$ cat src/rtl/fetch_stage.sv
// Instruction-fetch stage: PC sequencer plus the IF/ID pipeline register.
// Handles stall, flush and taken-branch/jump redirects; no delay slot.
module fetch_stage #(
    parameter logic [31:0] RESET_PC  = 32'h0000_0000,
    parameter logic [31:0] NOP_INSTR = 32'h0000_0000
) (
    input  logic        clock,
    input  logic        reset,
    input  logic        stall,
    input  logic        flush,
    input  logic        branch_taken,
    input  logic [31:0] branch_target,
    input  logic        jump,
    input  logic [25:0] jump_index,
    output logic [31:0] imem_addr,
    input  logic [31:0] imem_instr,
    output logic [31:0] pc,
    output logic [31:0] if_id_instr,
    output logic [31:0] if_id_pc_plus4,
    output logic        if_id_valid
);

    // if_id_valid qualifies the IF/ID contents every cycle: 1 = real
    // instruction for decode, 0 = bubble. There is no back-pressure
    // handshake; stall freezes the register instead.

    logic [31:0] pc_plus4;
    logic [31:0] jump_addr;
    logic [31:0] next_pc;
    logic        take_branch;
    logic        take_jump;
    logic        redirect;

    assign pc_plus4    = pc + 32'd4;
    assign jump_addr   = {if_id_pc_plus4[31:28], jump_index, 2'b00};
    // Redirect requests only count when ID holds a real instruction.
    assign take_branch = branch_taken & if_id_valid;
    assign take_jump   = jump & if_id_valid;
    assign redirect    = take_branch | take_jump;
    assign imem_addr   = pc;

    always_comb begin
        next_pc = pc_plus4;
        if (take_branch) begin
            next_pc = {branch_target[31:2], 2'b00};
        end else if (take_jump) begin
            next_pc = jump_addr;
        end else if (stall) begin
            next_pc = pc;
        end
    end

    always_ff @(posedge clock or posedge reset) begin
        if (reset) begin
            pc             <= {RESET_PC[31:2], 2'b00};
            if_id_instr    <= NOP_INSTR;
            if_id_pc_plus4 <= 32'd0;
            if_id_valid    <= 1'b0;
        end else begin
            pc <= next_pc;
            // A redirect overrides stall so the hazard logic never loses it.
            if (redirect || flush) begin
                if_id_instr    <= NOP_INSTR;
                if_id_pc_plus4 <= 32'd0;
                if_id_valid    <= 1'b0;
            end else if (!stall) begin
                if_id_instr    <= imem_instr;
                if_id_pc_plus4 <= pc_plus4;
                if_id_valid    <= 1'b1;
            end
        end
    end

endmodule
$ cat config.mk
export PLATFORM = sky130hd
export DESIGN_NAME = fetch_stage
export DESIGN_NICKNAME = d
export VERILOG_FILES = /design/src/rtl/fetch_stage.sv
export SDC_FILE = /design/constraint.sdc
export NUM_CORES = 1
export LEC_CHECK = 0
export ABC_AREA = 1
export CAP_MARGIN = 20
export CORE_UTILIZATION = 47
export DETAILED_ROUTE_END_ITERATION = 8
export PLACE_DENSITY_LB_ADDON = 0.25
export SETUP_SLACK_MARGIN = 0.5
export SYNTH_ARGS = -nofsm -noshare
export SYNTH_HDL_FRONTEND = slang
export SYNTH_SLANG_ARGS = --single-unit
$ cat constraint.sdc
create_clock -name clock -period 5.5 [get_ports clock]
set_clock_uncertainty 0.05 [all_clocks]
set_input_delay 1.65 -clock clock [delete_from_list [all_inputs] [get_ports clock]]
set_output_delay 1.65 -clock clock [all_outputs]
set_load 0.01 [all_outputs]
==> summary.log, run 1 <==
qor: run_status.run_status completed
qor: final_layout.nFillCells 1005
qor: final_layout.diodes 0
qor: worst_hold_path.hold_path_startpoint if_id_instr[24]
qor: timing.setup_total_negative_slack 0 ns
qor: clocking.cts_root_buffer sky130_fd_sc_hd__clkbuf_16
qor: synthesis.syn_avg_cell_area 6.92 sq um
qor: synthesis.netlist-cell-type-count 29
qor: setup_path.cp_max_fo 32
qor: clocking.postCtsResizedCells 0
qor: clocking.clock_tree.buffer_depth 2
qor: power_and_ir_drop.power_total 2.64 mW
qor: clocking.numClockSinks 93
qor: setup_path.crit_chain clkdlybuf4s50_1 -> nand2_2 -> nand2_2 -> nor2_4 -> inv_2 -> nor2_4 -> buf_4 -> nand2_1 -> nand2_1
qor: power_and_ir_drop.p_comb_share 39.6%
qor: global_route.grt_pass1_vias 5135
qor: timing.max_slew.worst_pin.slew 0.956 ns
qor: power_and_ir_drop.clockPowerShare 23.7%
qor: placed_design.port-buffer-count 216
qor: die.floorplan.die.width 111 microns
qor: power_and_ir_drop.leakage 3.79 nW
qor: worst_hold_path.hp-class reg -> reg
qor: placed_design.hpwl_reported_at_the_end_of_detailed_placement 11.5 mm
qor: route.vias_per_cell 5.06
qor: synthesis.mappedNetlistArea 0.00553 sq mm
qor: final_layout.nets 1062
qor: power_and_ir_drop.internal_power 1.67 mW
qor: route.first_iter_violations 357
qor: setup_path.rr_startpoint if_id_valid
qor: setup_path.crit-reg2reg-capture if_id_instr[10]
qor: route.postRouteAntennaNets 0
qor: setup_path.cp_slowest_cell sky130_fd_sc_hd__nor2_4
qor: worst_hold_path.hold_path_end if_id_instr[24]
qor: synthesis.synthDominantAreaCellType sky130_fd_sc_hd__dfrtp_1
qor: final_layout.post_layout_nonfiller_instances 1113
qor: timing.timing_hold_violations_final 0
qor: setup_path.critical_path.top_delay_family simple AND/OR/NAND/NOR gates
qor: clocking.cts-buffers-inserted 9
qor: global_route.grt_pass1_wl 26.4 mm
qor: route.postRouteWirelength 16.2 mm
qor: die.die_height 111 microns
qor: power_and_ir_drop.power_per_cell_area 340 mW/mm^2
qor: clocking.cts_max_level 3
qor: setup_path.depth_of_the_worst_register_to_register_path 8
qor: setup_path.timing.critical_path.arrival 3.64 ns
qor: setup_path.worstPathBufferInverterCount 3
qor: die.core_region_area 0.0115 sq mm
qor: placed_design.place.gp.congestion 0.869
qor: setup_path.required_time_at_the_worst_slack_endpoint 5.74 ns
qor: die.fp.dieArea 0.0122 sq mm
qor: clocking.tritoncts built
qor: global_route.grtUsageTotal 27.1%
qor: timing.period_needed 3.40 ns
qor: timing.slew_headroom 36.3%
qor: timing.fin_hold_ws 0.457 ns
qor: global_route.grt_start_max_net_pins 79
qor: setup_path.critical-path-max-stage-delay 0.54 ns
qor: route.drc 0
qor: route.dr_total_vias 5632
qor: placed_design.placedCellCount 1097
qor: synthesis.yosys_warnings 0
qor: final_layout.area_delta_synth_final 40.3%
qor: timing.finalMaxSlewViolations 0
qor: timing.fin_crit_sh 61.9%
qor: die.num_rows 39
qor: timing.maxClockFrequency 294 MHz
qor: setup_path.endpoint_kind register
qor: synthesis.syn_inst 799
qor: clocking.clk_pin_slew 0.07 ns
qor: setup_path.criticalPathCategory in -> reg
qor: timing.rsz_0062_raised_after_global_routing no
qor: power_and_ir_drop.maximum_resistive_drop_on_vdd 179 uV
qor: setup_path.rrSetupSlack 3.38 ns
qor: synthesis.synth.ff_latch_count 93
qor: synthesis.synth_sequential_area_ratio 42.1%
qor: synthesis.synth_area_leaders sky130_fd_sc_hd__dfrtp_1, sky130_fd_sc_hd__nand2_1, sky130_fd_sc_hd__nand3_1, sky130_fd_sc_hd__nor2_1, sky130_fd_sc_hd__buf_4
qor: timing.endpoints_failing_setup 0
qor: clocking.cts.repair_timing.setup_buffer_count 0
qor: worst_hold_path.whs_path_depth 2
qor: route.routed_wire_length_per_instance 14.6 microns
qor: power_and_ir_drop.sw_frac_of_total 36.7%
qor: power_and_ir_drop.fraction_of_power_consumed_by_sequential_logic 36.7%
qor: power_and_ir_drop.p_sw 969 uW
qor: die.pin_count 225
qor: clocking.insertion_delay 0.34 ns
qor: route.number_of_detailed_route_iterations_in_the_first_pass 7
qor: setup_path.critical_path_startpoint_category input pin
qor: job.cap_viol_max_count 0
qor: global_route.initial_antenna_violation_count 0
qor: clocking.cts_hold_buffers 0
qor: die.start_util 48.2%
qor: final_layout.fraction_of_layout_cells_with_a_size_suffix_above_1 5.15%
qor: synthesis.post-synth-top-area-fraction 42.1%
qor: global_route.globalRoute.totalOverflow 0
registers in the layout, indices dropped and copies added (netlist names):
register	count
imem_addr	30
if_id_instr	32
if_id_valid	1
if_id_pc_plus4	30
metrics by stage:
step	worst slack (ns)	instance area (sq um)	utilization, %
final	2.10	7760	67.7
after global routing	1.93	7760	67.7
after CTS	2.09	7760	67.7
after detailed placement	1.73	7470	65.1
after global placement	1.72	7470	65.1
after floorplan	1.38	5550	-
logic make-up after synthesis:
logic type | count (synthesis) | synth area share, %
and+or+nand+nor | 513 | 38.7
buffers and inverters | 124 | 11.8
DFF | 93 | 42.1
AOI/OAI and AO/OA | 60 | 5.95
xor gates and xnor gates | 7 | 1.11
adders and majority gates | 1 | 0.226
other | 1 | 0.0678
worst reg2reg max path, delay by kind of cell (launching register included):
family	cells	cell delay (ns)
AND/OR/NAND/NOR	6	1.10
flip-flops	1	0.43
buffers and inverters	2	0.48
cells in the final DEF (no fill, tap or decap), types with 2 or more instances in the layout:
cell	netlist	final
sky130_fd_sc_hd__clkbuf_16	0	9
sky130_fd_sc_hd__buf_4	40	5
sky130_fd_sc_hd__nand2_2	4	4
sky130_fd_sc_hd__nor2_1	112	112
sky130_fd_sc_hd__nor2_2	6	6
sky130_fd_sc_hd__conb_1	1	6
sky130_fd_sc_hd__xor2_1	4	4
sky130_fd_sc_hd__dfrtp_1	93	93
sky130_fd_sc_hd__o21ai_0	26	26
sky130_fd_sc_hd__a31o_2	2	2
sky130_fd_sc_hd__a21oi_1	22	22
sky130_fd_sc_hd__a21oi_2	3	3
sky130_fd_sc_hd__nand3_1	92	92
sky130_fd_sc_hd__nand2_1	288	288
sky130_fd_sc_hd__inv_2	3	3
sky130_fd_sc_hd__nor2_4	8	8
sky130_fd_sc_hd__clkinv_2	0	3
sky130_fd_sc_hd__nand2_4	2	2
sky130_fd_sc_hd__xnor2_1	3	3
sky130_fd_sc_hd__clkdlybuf4s50_1	0	215
sky130_fd_sc_hd__inv_1	50	49
sky130_fd_sc_hd__a31oi_1	5	5
final cells by class:
class | instances | area, sq um | area share, %
clock inverters | 6 | 62.6 | 0.806
well taps | 143 | 179 | 2.30
inverters | 53 | 201 | 2.60
clock buffers | 10 | 229 | 2.95
repair buffers | 221 | 2190 | 28.3
flip-flops and latches | 93 | 2330 | 30.0
multi-input cells | 587 | 2570 | 33.1
layer usage:
layer	vias up	GRT usage (%)	wire length, microns
met3	20	7.57	1250
met2	228	42.6	7610
met4	0	8.89	280
li1	2777	-	-
met1	2607	36.2	7090
met5	-	0	0
synthesized netlist by cell type, drive strengths merged:
cell type / n
nor2: 126
dlymetal6s2s: 1
o22ai: 1
nand2: 294
ha: 1
conb: 1
nand4: 1
dfrtp: 93
o21bai: 1
xnor2: 3
inv: 53
o21ai: 26
a31o: 2
xor2: 4
a31oi: 5
nand3: 92
clkbuf: 14
a21oi: 25
buf: 56
power groups by stage:
stage / registers [mW] / clock network, mW / logic (mW)
final: 0.967 / 0.626 / 1.04
after global routing: 0.986 / 0.666 / 1.14
after CTS: 0.964 / 0.637 / 1.05
after detailed placement: 0.975 / 0 / 1.04
after global placement: 0.971 / 0 / 1.03
after floorplan: 0.987 / 0 / 0.552
worst max path at each step:
stage	start	to	slack (ns)	cells after the start
6_report	branch_taken	if_id_instr[10]	2.10	9
5_1_grt	branch_taken	if_id_instr[6]	1.93	9
4_1_cts	branch_taken	if_id_instr[10]	2.09	9
3_5_place_dp	branch_taken	if_id_instr[10]	1.73	9
3_3_place_gp	branch_taken	if_id_instr[10]	1.72	9
2_1_floorplan	reset	if_id_instr[0]	1.38	1
No activity file was read; power rests on OpenSTA's default activity.
==> run 2: changes to the inputs <==
Settings changed: CORE_UTILIZATION 47 to 40.
Clock period 5.5 ns to 2.88 ns, I/O delays scaled along.
==> summary.log, run 2 (synthesized netlist as in run 1, its figures left out) <==
qor: run_status.run_status completed
qor: clocking.insertion_delay 0.35 ns
qor: placed_design.port-buffer-count 216
qor: final_layout.diodes 0
qor: placed_design.place.gp.congestion 0.865
qor: route.postRouteWirelength 17.2 mm
qor: power_and_ir_drop.fraction_of_power_consumed_by_sequential_logic 35.7%
qor: setup_path.crit_chain clkdlybuf4s50_1
qor: power_and_ir_drop.internal_power 3.32 mW
qor: clocking.tritoncts built
qor: clocking.cts_max_level 3
qor: setup_path.critical_path.top_delay_family buffers and inverters
qor: clocking.clk_pin_slew 0.07 ns
qor: timing.timing_hold_violations_final 0
qor: timing.finalMaxSlewViolations 0
qor: setup_path.cp_slowest_cell sky130_fd_sc_hd__clkdlybuf4s50_1
qor: final_layout.fraction_of_layout_cells_with_a_size_suffix_above_1 6.97%
qor: power_and_ir_drop.p_comb_share 38.6%
qor: final_layout.post_layout_nonfiller_instances 1151
qor: final_layout.most-common-layout-cells sky130_fd_sc_hd__nand2_1, sky130_fd_sc_hd__clkdlybuf4s50_1, sky130_fd_sc_hd__nor2_1
qor: power_and_ir_drop.power_per_cell_area 655 mW/mm^2
qor: timing.setup_total_negative_slack 0 ns
qor: power_and_ir_drop.leakage 3.84 nW
qor: setup_path.required_time_at_the_worst_slack_endpoint 1.97 ns
qor: route.routed_wire_length_per_instance 14.9 microns
qor: final_layout.finalInstanceArea 0.00796 sq mm
qor: worst_hold_path.hp-class reg -> reg
qor: global_route.grt_start_max_net_pins 60
qor: global_route.grt_pass1_wl 28.2 mm
qor: clocking.numClockSinks 93
qor: global_route.grt_pass1_vias 5426
qor: route.dr_total_vias 5586
qor: final_layout.utilization 59.6%
qor: placed_design.hpwl_reported_at_the_end_of_detailed_placement 12.4 mm
qor: die.fp.dieArea 0.0143 sq mm
qor: power_and_ir_drop.maximum_resistive_drop_on_vdd 339 uV
qor: timing.period_needed 2.35 ns
qor: clocking.cts.repair_timing.setup_buffer_count 0
qor: power_and_ir_drop.p_sw 1.90 mW
qor: route.vias_per_cell 4.85
qor: clocking.clock_tree.buffer_depth 2
qor: setup_path.worstPathBufferInverterCount 1
qor: timing.endpoints_failing_setup 0
qor: final_layout.largest_register_ffs 32
qor: power_and_ir_drop.sw_frac_of_total 36.4%
qor: placed_design.placedCellCount 1135
qor: timing.fin_crit_sh 81.4%
qor: timing.rsz_0062_raised_after_global_routing no
qor: die.pin_count 225
qor: route.first_iter_violations 310
qor: placed_design.place_worst_setup_slack 0.320 ns
qor: setup_path.critical-path-max-stage-delay 0.59 ns
qor: timing.fin_hold_ws 0.458 ns
qor: global_route.initial_antenna_violation_count 0
qor: final_layout.nets 1067
qor: die.die_height 120 microns
qor: setup_path.cp_max_fo 6
qor: setup_path.timing.critical_path.arrival 1.43 ns
qor: final_layout.final_common_cell sky130_fd_sc_hd__nand2_1
qor: setup_path.criticalPathCategory reg -> out
qor: route.number_of_detailed_route_iterations_in_the_first_pass 6
qor: clocking.cts_root_buffer sky130_fd_sc_hd__clkbuf_16
qor: clocking.cts-buffers-inserted 9
qor: global_route.grtUsageTotal 25.2%
qor: die.core_region_area 0.0133 sq mm
qor: power_and_ir_drop.clockPowerShare 25.6%
qor: die.start_util 41.5%
qor: job.cap_viol_max_count 0
qor: timing.maxClockFrequency 426 MHz
qor: route.postRouteAntennaNets 0
qor: placed_design.dpl-instance-area 0.00761 sq mm
qor: final_layout.area_delta_synth_final 43.8%
qor: route.drc 0
qor: final_layout.max_flop_register if_id_instr
qor: global_route.globalRoute.totalOverflow 0
qor: timing.postLayoutSetupSlackWorst 0.535 ns
qor: die.floorplan.die.width 120 microns
qor: setup_path.endpoint_kind output pin
qor: power_and_ir_drop.power_total 5.22 mW
qor: die.num_rows 42
qor: setup_path.critical_path_startpoint_category register
[run 2: layout make-up]
cell class                 count  area [sq um]
sequential                    93          2340
tap                          176           220
inverter                      53           203
clock inverter                 7           105
timing repair buffer         226          2290
multi-input combinational    587          2570
clock buffer                   9           225
fill                        1289          5390
[run 2: power by group through the flow]
stage | logic (mW) | clock network [mW] | registers (mW)
final | 2.02 | 1.34 | 1.86
after global routing | 2.22 | 1.43 | 1.90
after CTS | 2.03 | 1.37 | 1.86
after detailed placement | 2.02 | 0 | 1.87
after global placement | 2.00 | 0 | 1.87
after floorplan | 1.05 | 0 | 1.88
[run 2: metal layers]
layer	up-vias	GRT usage, %	wire, microns
met2	192	39.7	8120
met4	0	9.22	353
li1	2790	-	-
met5	-	0	0
met3	24	7.70	1490
met1	2580	32.6	7200
[run 2: tightest hold or removal path: stages, from the launching register on]
cell and delay (ns):
sky130_fd_sc_hd__dfrtp_1 0.34, sky130_fd_sc_hd__nand3_1 0.07, sky130_fd_sc_hd__nand2_1 0.06
[run 2: worst paths after layout]
check	from	to	slack, ns	cells after the start
hold / removal	if_id_instr[0]	if_id_instr[0]	0.46	2
max in group asynchronous	reset	imem_addr[23]	1.42	3
min in group asynchronous	reset	if_id_pc_plus4[3]	0.88	3
setup / recovery	imem_addr[7]	imem_addr[7]	0.53	1
setup reg to reg	imem_addr[3]	imem_addr[16]	0.96	8
hold reg to reg	if_id_instr[0]	if_id_instr[0]	0.46	2
[run 2: what timing repair did]
item                                    CTS  global route
resized for setup                         3             9
hold buffers                              0             0
gates cloned                              0             0
endpoints found under the setup margin    5            14
